==> config.mk <==
export PLATFORM = sky130hd
export DESIGN_NAME = outputlogic_flat
export DESIGN_NICKNAME = d
export VERILOG_FILES = /design/src/rtl/outputlogic_if.sv /design/src/rtl/outputlogic.sv /design/src/flat_wrapper.sv
export SDC_FILE = /design/constraint.sdc
export NUM_CORES = 1
export LEC_CHECK = 0
export BUFFER_PORTS_ARGS = -buffer_cell sky130_fd_sc_hd__clkbuf_2
export CORE_MARGIN = 3
export CORE_UTILIZATION = 35
export DETAILED_ROUTE_END_ITERATION = 10
export SYNTH_ARGS = -nofsm -noshare
export SYNTH_HDL_FRONTEND = slang
export SYNTH_SLANG_ARGS = --single-unit
export TNS_END_PERCENT = 5
==> constraint.sdc <==
create_clock -name CLK_50MHz -period 3.2 [get_ports CLK_50MHz]
set_clock_uncertainty 0.15 [all_clocks]
set_input_delay 0.32 -clock CLK_50MHz [delete_from_list [all_inputs] [get_ports CLK_50MHz]]
set_output_delay 0.32 -clock CLK_50MHz [all_outputs]
set_load 0.005 [all_outputs]
==> src/rtl/outputlogic_if.sv <==
// Bundles the data-bus, control, peek and display signals of the output logic block.
interface outputlogic_if;
  logic [9:0] databus;
  logic       Out_Enable;
  logic       PeeKb;
  logic [9:0] PeekData;
  logic [9:0] Result;
  logic       Valid;
  logic       NewResult;
  logic [9:0] LEDR;
  logic [6:0] HEX0;
  logic [6:0] HEX1;
  logic [6:0] HEX2;
  logic [6:0] HEX3;

  modport master (
    output databus, Out_Enable, PeeKb, PeekData,
    input  Result, Valid, NewResult, LEDR, HEX0, HEX1, HEX2, HEX3
  );

  modport slave (
    input  databus, Out_Enable, PeeKb, PeekData,
    output Result, Valid, NewResult, LEDR, HEX0, HEX1, HEX2, HEX3
  );
endinterface

==> src/rtl/outputlogic.sv <==
// Output logic: captures the data bus on a rising Out_Enable, blinks a "new result" LED,
// and drives LEDs plus four seven-segment digits (shown value or peeked register).
//
// state  | meaning
// IDLE   | nothing captured yet, digits show dashes
// SHOW   | digits show the latched Result
// PEEK   | peek key held, digits show PeekData with a 'P' on HEX3
module outputlogic #(
  parameter int unsigned BLINK_CYCLES = 25_000_000
) (
  input  logic     CLK_50MHz,
  input  logic     Reset,
  outputlogic_if.slave bus
);

  localparam logic [25:0] BLINK_LOAD = 26'(BLINK_CYCLES);

  localparam logic [6:0] SEG_DASH  = 7'b0111111;
  localparam logic [6:0] SEG_BLANK = 7'b1111111;
  localparam logic [6:0] SEG_P     = 7'b0001100;

  typedef enum logic [1:0] {
    S_IDLE = 2'd0,
    S_SHOW = 2'd1,
    S_PEEK = 2'd2
  } state_t;

  function automatic logic [6:0] hex_seg(input logic [3:0] nib);
    logic [6:0] seg;
    case (nib)
      4'h0: seg = 7'b1000000;
      4'h1: seg = 7'b1111001;
      4'h2: seg = 7'b0100100;
      4'h3: seg = 7'b0110000;
      4'h4: seg = 7'b0011001;
      4'h5: seg = 7'b0010010;
      4'h6: seg = 7'b0000010;
      4'h7: seg = 7'b1111000;
      4'h8: seg = 7'b0000000;
      4'h9: seg = 7'b0010000;
      4'hA: seg = 7'b0001000;
      4'hB: seg = 7'b0000011;
      4'hC: seg = 7'b1000110;
      4'hD: seg = 7'b0100001;
      4'hE: seg = 7'b0000110;
      default: seg = 7'b0001110;
    endcase
    return seg;
  endfunction

  state_t      state_q, state_d;
  logic        oe_q, oe_d;
  logic [9:0]  result_q, result_d;
  logic        valid_q, valid_d;
  logic [25:0] blink_q, blink_d;
  logic [6:0]  hex0_q, hex0_d;
  logic [6:0]  hex1_q, hex1_d;
  logic [6:0]  hex2_q, hex2_d;
  logic [6:0]  hex3_q, hex3_d;

  logic        capture;
  logic [9:0]  disp_val;

  assign capture  = bus.Out_Enable & ~oe_q;
  assign disp_val = (state_q == S_PEEK) ? bus.PeekData : result_q;

  // Capture path and blink timer
  always_comb begin
    oe_d     = bus.Out_Enable;
    result_d = result_q;
    valid_d  = valid_q;
    blink_d  = blink_q;
    if (capture) begin
      result_d = bus.databus;
      valid_d  = 1'b1;
      blink_d  = BLINK_LOAD;
    end else if (blink_q != 26'd0) begin
      blink_d = blink_q - 26'd1;
    end
  end

  // Display state transitions; a peek press wins over a capture for the next state
  always_comb begin
    state_d = state_q;
    case (state_q)
      S_IDLE: begin
        if (bus.PeeKb)    state_d = S_PEEK;
        else if (capture) state_d = S_SHOW;
      end
      S_SHOW: begin
        if (bus.PeeKb) state_d = S_PEEK;
      end
      S_PEEK: begin
        if (!bus.PeeKb) state_d = valid_d ? S_SHOW : S_IDLE;
      end
      default: state_d = S_IDLE;
    endcase
  end

  // Segment drives are registered from the current state and displayed value
  always_comb begin
    hex0_d = SEG_DASH;
    hex1_d = SEG_DASH;
    hex2_d = SEG_DASH;
    hex3_d = SEG_BLANK;
    if (state_q != S_IDLE) begin
      hex0_d = hex_seg(disp_val[3:0]);
      hex1_d = hex_seg(disp_val[7:4]);
      hex2_d = hex_seg({2'b00, disp_val[9:8]});
      hex3_d = (state_q == S_PEEK) ? SEG_P : SEG_BLANK;
    end
  end

  always_ff @(posedge CLK_50MHz) begin
    if (Reset) begin
      state_q  <= S_IDLE;
      oe_q     <= 1'b0;
      result_q <= 10'd0;
      valid_q  <= 1'b0;
      blink_q  <= 26'd0;
      hex0_q   <= SEG_DASH;
      hex1_q   <= SEG_DASH;
      hex2_q   <= SEG_DASH;
      hex3_q   <= SEG_BLANK;
    end else begin
      state_q  <= state_d;
      oe_q     <= oe_d;
      result_q <= result_d;
      valid_q  <= valid_d;
      blink_q  <= blink_d;
      hex0_q   <= hex0_d;
      hex1_q   <= hex1_d;
      hex2_q   <= hex2_d;
      hex3_q   <= hex3_d;
    end
  end

  assign bus.Result    = result_q;
  assign bus.LEDR      = result_q;
  assign bus.Valid     = valid_q;
  assign bus.NewResult = (blink_q != 26'd0);
  assign bus.HEX0      = hex0_q;
  assign bus.HEX1      = hex1_q;
  assign bus.HEX2      = hex2_q;
  assign bus.HEX3      = hex3_q;

endmodule

==> src/flat_wrapper.sv <==
// flat-port wrapper written by rule: the top's interface ports become plain ports
module outputlogic_flat 
#(
  parameter int unsigned BLINK_CYCLES = 25_000_000
)
  (CLK_50MHz, Reset, bus_databus, bus_Out_Enable, bus_PeeKb, bus_PeekData, bus_Result, bus_Valid, bus_NewResult, bus_LEDR, bus_HEX0, bus_HEX1, bus_HEX2, bus_HEX3);
  outputlogic_if bus_i ();
  input  logic CLK_50MHz;
  input  logic Reset;
  input wire logic [$bits(bus_i.databus)-1:0] bus_databus;
  input wire logic [$bits(bus_i.Out_Enable)-1:0] bus_Out_Enable;
  input wire logic [$bits(bus_i.PeeKb)-1:0] bus_PeeKb;
  input wire logic [$bits(bus_i.PeekData)-1:0] bus_PeekData;
  output wire logic [$bits(bus_i.Result)-1:0] bus_Result;
  output wire logic [$bits(bus_i.Valid)-1:0] bus_Valid;
  output wire logic [$bits(bus_i.NewResult)-1:0] bus_NewResult;
  output wire logic [$bits(bus_i.LEDR)-1:0] bus_LEDR;
  output wire logic [$bits(bus_i.HEX0)-1:0] bus_HEX0;
  output wire logic [$bits(bus_i.HEX1)-1:0] bus_HEX1;
  output wire logic [$bits(bus_i.HEX2)-1:0] bus_HEX2;
  output wire logic [$bits(bus_i.HEX3)-1:0] bus_HEX3;
  assign bus_i.databus = bus_databus;
  assign bus_i.Out_Enable = bus_Out_Enable;
  assign bus_i.PeeKb = bus_PeeKb;
  assign bus_i.PeekData = bus_PeekData;
  assign bus_Result = bus_i.Result;
  assign bus_Valid = bus_i.Valid;
  assign bus_NewResult = bus_i.NewResult;
  assign bus_LEDR = bus_i.LEDR;
  assign bus_HEX0 = bus_i.HEX0;
  assign bus_HEX1 = bus_i.HEX1;
  assign bus_HEX2 = bus_i.HEX2;
  assign bus_HEX3 = bus_i.HEX3;
  outputlogic #(.BLINK_CYCLES(BLINK_CYCLES)) u_core (.CLK_50MHz(CLK_50MHz), .Reset(Reset), .bus(bus_i));
endmodule
==> summary.txt, run 1 <==
STA
  • Setup Viol. Count Final: 0
  • TNS Setup: 0 ps
  • Hold Fails Final Rpt: 0
  • Slew Viols, Final: 0
  • Final min period: 2800 ps
  • Worst setup margin: around 400 ps
  • Max Clock Freq: 357 MHz
  • Rel. slew slack: 0.461
  • Fin crit share: 0.875
  • Worst slew pin tran: between 800 and 900 ps
  • Hold slack: 33.5 ps
  • RSZ-0062 raised after global routing: no

Place
  • Port bufs: a little over 70
  • Final Wtd Congestion: 0.828
  • Placed cell count: 504
  • Pre-CTS setup slack: about 470 ps
  • Hpwl dp: roughly 5.3 mm

Die
  • DIE HEIGHT: 100 um
  • Die Span X: 100 um
  • Die footprint: between 10000 and 15000 um2
  • I/O pin count: 74
  • Core ar.: 8420 um2
  • Std cell rows: 33
  • Initial Util: 0.368

Global route
  • First-pass GRT wire length: 11.5 mm
  • Total grt overflow: 0
  • Antenna violations before repair: 0
  • Vias in the first global route: 2393
  • Pin count of the biggest net entering global routing: 18
  • Gr usage total: 0.143

Worst hold path
  • Worst hold stages: 2
  • Hold path start: bus_PeeKb
  • Hold Path Sink: u_core.state_q[0]
  • Worst min path class: input port to register

Logic synthesis
  • Synth area leader: dfxtp_1
  • Synth Area in Compound Gates: 0.175
  • YS warnings: 0
  • Share of the yosys chip area belonging to registers: 0.394
  • Mapped Cells: 349
  • Netlist Area Pre-Place: a little over 3000 um2
  • Synth cell types: between 40 and 50
  • Post-synthesis async set-or-reset flop share: 0
  • Synth Area in Adders: 0.0565
  • Most common cell in the netlist: dfxtp_1
  • Synth Area in XOR/XNOR: 0.0254
  • Synth top cells by count: 61 x dfxtp_1, 34 x nand2_1, 28 x nor2_1
  • Post-synthesis simple-gate area fraction: 0.211
  • Synth area leaders: dfxtp_1 39%, ha_1 5.6%, buf_4 4.1%
  • Synth Area per Inst: roughly 8.9 um2
  • Yosys reg bits: 61
  • Post-synth top flop: dfxtp_1
  • Area share of the largest cell type after synthesis: 0.394
  • Largest family of logic cells by synthesized area: simple AND/OR/NAND/NOR gates
  • EDFF count, synth: 0
  • Post-synthesis mux area share: 0.0549

Layout
  • Final nets: roughly 450
  • Non-Filler Instances: around 520
  • Antenna diodes: 0
  • Area Overhead vs Synth: 17.5%
  • Proportion of layout cells with a drive suffix above 1: 0.268
  • # fillers: 880

Worst setup path
  • Buf+Inv Stages, Crit Path: 2
  • CP Data Required Time: approximately 2700 ps
  • Worst-path cell chain: nor4_1 > nand4_2 > nor2_1 > inv_1 > clkbuf_2
  • Crit path largest cell delay: 530 ps
  • Reg2reg start: u_core.state_q[1]
  • Worst R2R End: u_core.bus.HEX1[6]
  • Max Fanout on Critical Path: 10
  • Crit-path slowest cell: nor4_1
  • Crit Path Class: register to primary output
  • Critical path launch point type: register
  • R2R depth: 8
  • CP Capture Type: primary output
  • Flop-to-flop setup slack: 430 ps
  • Largest delay share family, worst path: simple AND/OR/NAND/NOR gates
  • CP arrival: 2330 ps

Routing
  • Detail Route Antenna Nets: 0
  • Wirelength per Cell: around 14 um
  • Remaining DRCs: 0
  • Pre-antenna DRT Iters: 4
  • DRT Wirelength: 7.09 mm
  • Initial drt markers: 104
  • Vias: 2718
  • Vias per cell: 5.24

Clocking
  • Setup Buffers After CTS: 0
  • CTS tree: done
  • Htree depth: 3
  • CTS Hold Bufs: 0
  • Root Buffer: clkbuf_8
  • CTS Sinks: 61
  • Post_cts resized: 0
  • Num CTS Buffers: 9
  • Clock buffer depth: 2
  • Clock latency at the later pin of the worst-skew pair: 330 ps
  • Worst-path clk slew: 70 ps

Status
  • Outcome: finished clean

Power and ir drop
  • VDD IR-drop max: 0.212 mV
  • Pwr/cell area: around 540 nW/um2
  • Lkg Pwr: 1.51 nW

Flow run
  • Max Cap Viol: 0
## metrics by stage
stage | total power (W) | cell area [um2] | util
after floorplan | 0.00120 | 3110 | -
after global placement | 0.00131 | 3440 | 0.409
after detailed placement | 0.00132 | 3440 | 0.409
after CTS | 0.00201 | 3640 | 0.433
after global routing | 0.00210 | 3640 | 0.433
final | 0.00199 | 3640 | 0.433
## flip-flops by register name, summed over array words and instances, names as in the netlist
signal and count:
u_core.bus.HEX2 6, u_core.state_q 2, u_core.bus.LEDR 10, u_core.bus.HEX3 1
u_core.bus.HEX1 7, u_core.bus.HEX0 7, u_core.oe_q 1, u_core.blink_q 26
u_core.bus.Valid 1
## cell families after synthesis
| group | count (synthesis) |
|---|---|
| AO/OA/AOI/OAI | 82 |
| XOR/XNOR | 9 |
| adder cells (fa/ha/maj) | 14 |
| buffers and inverters | 42 |
| flip-flops | 61 |
| multiplexers | 16 |
| other | 1 |
| AND/OR/NAND/NOR | 124 |
## per-layer routing
metal / GRT usage / routed length (um) / vias to the layer above
met3: 0.0417 / 407 / 10
met5: 0 / 0 / -
met2: 0.217 / 3180 / 74
met4: 0.0466 / 84 / 0
li1: - / - / 1378
met1: 0.196 / 3420 / 1256
## layout make-up
cell class / instances / area (um2) / share of cell area
multi-input combinational: 247 / 1630 / 0.448
sequential: 61 / 1220 / 0.335
clock inverter: 4 / 47.5 / 0.0130
inverter: 12 / 45.0 / 0.0124
timing repair buffer: 79 / 415 / 0.114
clock buffer: 11 / 151 / 0.0416
tap: 105 / 131 / 0.0361
## power by group
group	switching (W)	leakage [nW]	total [W]	internal (W)
combinational	0.000234	0.907	0.000420	0.000185
sequential	0.0000605	0.503	0.000884	0.000823
clock	0.000287	0.101	0.000682	0.000395
total	0.000582	1.51	0.00199	0.00140
## cell usage in the layout (no fill, tap or decap), types with 10 or more instances in the layout
master,n
a21oi_1,22
a31oi_1,10
clkbuf_2,71
clkbuf_8,11
dfxtp_1,61
ha_1,14
inv_1,12
nand2_1,34
nor2_1,28
nor4_1,10
o21ai_0,11
## worst max path at each step
stage	from	end	slack [ps]	depth (start not counted)
floorplan	u_core.state_q[1]	u_core.bus.HEX0[6]	840	8
global route	u_core.blink_q[12]	bus_NewResult	160	5
CTS	u_core.blink_q[12]	bus_NewResult	380	5
global placement	u_core.state_q[1]	u_core.bus.HEX1[6]	590	8
detailed placement	u_core.state_q[1]	u_core.bus.HEX1[6]	470	8
finish	u_core.blink_q[12]	bus_NewResult	400	5
(Power assumes the default switching activity.)
==> run 2, diff against run 1 <==
--- a/config.mk
+++ b/config.mk
@@ -9,6 +9,7 @@
 export CORE_MARGIN = 3
 export CORE_UTILIZATION = 35
 export DETAILED_ROUTE_END_ITERATION = 10
+export PLACE_DENSITY = 0.66
 export SYNTH_ARGS = -nofsm -noshare
 export SYNTH_HDL_FRONTEND = slang
 export SYNTH_SLANG_ARGS = --single-unit
==> run 2 against run 1 <==
  * Flip-flop and latch count unchanged
  * Register-to-register slack improved by 60 ps
  * Via count hardly changed
  * Final cell count fell by 0.19%
  * Utilization shrank 0.56 points
  * Critical endpoint is now u_core.bus.HEX1[6]
  * Highest routed layer unchanged
==> summary.txt, run 2 (same netlist as run 1, synthesis figures left out) <==
Status
  • Outcome: finished clean

Layout
  • Antenna diodes: 0 (unchanged)
  • Most common cell after layout, fill and taps aside: clkbuf_2
  • # fillers: 874 (-0.68%)
  • Commonest non-fill, non-tap cells in the layout: 71 x clkbuf_2, 61 x dfxtp_1, 34 x nand2_1, 28 x nor2_1, 22 x a21oi_1
  • Proportion of layout cells with a drive suffix above 1: 0.259 (-0.00904)
  • Fin area: 3600 um2 (-1.3%)
  • Register with the most flip-flops: u_core.blink_q
  • Final nets: 447 (-0.22%)
  • Area Overhead vs Synth: 15.9%
  • Max reg flops: 26 (unchanged)

Die
  • Die Span X: 100 um (unchanged)
  • Core ar.: 8420 um2 (unchanged)
  • DIE HEIGHT: 100 um (unchanged)
  • Initial Util: 0.368 (unchanged)
  • Std cell rows: 33 (unchanged)
  • I/O pin count: 74 (unchanged)
  • Die footprint: 10000 um2 (unchanged)

Worst setup path
  • Crit-path slowest cell: mux2i_1
  • Worst-path cell chain: nor2b_2 > buf_4 > mux2i_1 > inv_1 > ha_1 > mux2_2 > a22oi_1 > nor2_1
  • Crit Path Class: register to register
  • Flop-to-flop setup slack: 490 ps (+60 ps)
  • CP Capture Type: register
  • CP Data Required Time: 3270 ps (+540 ps)
  • Worst R2R End: u_core.bus.HEX1[6]
  • CP arrival: 2780 ps (+450 ps)
  • Largest delay share family, worst path: multiplexers
  • Max Fanout on Critical Path: 11 (+1)
  • R2R depth: 8 (unchanged)
  • Buf+Inv Stages, Crit Path: 2 (unchanged)
  • Crit path largest cell delay: 450 ps (-80 ps)
  • Reg2reg start: u_core.state_q[1]
  • Critical path launch point type: register

STA
  • RSZ-0062 raised after global routing: no
  • Setup Viol. Count Final: 0 (unchanged)
  • Hold slack: 44.6 ps (+11.2 ps)
  • Worst slew pin tran: 736 ps (-70.2 ps)
  • Max Clock Freq: 369 MHz (+3.3%)
  • Rel. slew slack: 0.495 (+0.0338)
  • TNS Setup: 0 ps (unchanged)
  • Hold Fails Final Rpt: 0 (unchanged)
  • Slew Viols, Final: 0 (unchanged)
  • Fin crit share: 0.847 (-0.0281)
  • Final min period: 2710 ps (-89.8 ps)

Power and ir drop
  • Pwr/cell area: 524 nW/um2 (-3.9%)
  • Pwr Total: 0.00188 W (-5.2%)
  • Lkg Pwr: 1.49 nW (-1.5%)
  • VDD IR-drop max: 0.220 mV (+3.7%)

Clocking
  • Clock latency at the later pin of the worst-skew pair: 340 ps (about the same)
  • CTS Hold Bufs: 0 (unchanged)
  • Root Buffer: clkbuf_8
  • Clock buffer depth: 2 (unchanged)
  • CTS tree: done
  • CTS Sinks: 61 (unchanged)
  • Worst-path clk slew: 60 ps (about the same)
  • Num CTS Buffers: 9 (unchanged)
  • Htree depth: 3 (unchanged)
  • Post_cts resized: 0 (unchanged)
  • Setup Buffers After CTS: 0 (unchanged)

Global route
  • Vias in the first global route: 2481 (+3.7%)
  • Pin count of the biggest net entering global routing: 31 (+13)
  • Gr usage total: 0.146 (+0.00303)
  • First-pass GRT wire length: 11.8 mm (+2.1%)
  • Antenna violations before repair: 0 (unchanged)
  • Total grt overflow: 0 (unchanged)

Worst hold path
  • Hold Path Sink: u_core.bus.LEDR[6]
  • Worst min path class: input port to register
  • Worst hold stages: 3 (+1)
  • Hold path start: bus_databus[6]

Place
  • Port bufs: 71 (unchanged)
  • DP Area: 3440 um2 (-0.22%)
  • Hpwl dp: 5.32 mm (+1.2%)
  • Final Wtd Congestion: 0.855 (+3.2%)

Routing
  • Wirelength per Cell: 14.1 um (+3.5%)
  • Remaining DRCs: 0 (unchanged)
  • Vias per cell: 5.25 (+0.16%)
  • DRT Wirelength: 7.32 mm (+3.3%)
  • Pre-antenna DRT Iters: 4 (unchanged)
  • Initial drt markers: 111 (+6.7%)
  • Vias: 2717 (-0.037%)
  • Detail Route Antenna Nets: 0 (unchanged)

Flow run
  • Max Cap Viol: 0 (unchanged)
-- run 2: cell count changes in the layout (fill, tap and decap cells not counted) --
cell	previous run	this run
clkbuf_8	11	10
clkinvlp_4	1	0
buf_4	8	7
bufinv_16	1	0
clkbuf_1	0	3
-- run 2: per-layer routing --
layer / vias up / GRT usage / wire length, um
met3: 10 / 0.0486 / 462
met4: 0 / 0.0487 / 91
met2: 73 / 0.228 / 3360
met5: - / 0 / 0
li1: 1374 / - / -
met1: 1260 / 0.191 / 3410
-- run 2: worst reg2reg max path, cell delays in order (launching register included) --
cell and delay (ps):
dfxtp_1 390, nor2b_2 410, buf_4 250, mux2i_1 450
inv_1 170, ha_1 280, mux2_2 270, a22oi_1 150
nor2_1 60
-- run 2: how the worst max path moves through the flow --
stage,startpoint,to,slack (ps),cells past startpoint
2_1_floorplan,u_core.state_q[1],u_core.bus.HEX0[6],840,8
5_1_grt,u_core.blink_q[8],bus_NewResult,310,5
4_1_cts,u_core.blink_q[8],bus_NewResult,500,5
6_report,u_core.state_q[1],u_core.bus.HEX1[6],490,8
3_3_place_gp,u_core.state_q[1],u_core.bus.HEX1[6],660,8
3_5_place_dp,u_core.state_q[1],u_core.bus.HEX1[6],540,8
-- run 2: area by class of cell --
| type | count | area (um2) | share of cell area |
|---|---|---|---|
| Tap cell | 105 | 131 | 0.0365 |
| Inverter | 12 | 45.0 | 0.0125 |
| Multi-Input combinational cell | 247 | 1630 | 0.454 |
| Clock buffer | 13 | 149 | 0.0414 |
| Clock inverter | 2 | 10.0 | 0.00278 |
| Sequential cell | 61 | 1220 | 0.340 |
| Timing Repair Buffer | 78 | 408 | 0.113 |
-- run 2: where the power goes --
part           total, W  internal (W)  leakage (nW)  switching, W
Combinational  0.000415      0.000180         0.903      0.000235
Clock          0.000583      0.000296        0.0833      0.000287
Sequential     0.000884      0.000823         0.503     0.0000609
Total           0.00188       0.00130          1.49      0.000583
-- run 2: through the flow --
step,std cells,setup slack (ps),util
floorplan,350,840,-
global placement,503,662,0.408
detailed placement,503,541,0.408
CTS,518,500,0.427
global route,518,310,0.427
finish,518,490,0.427
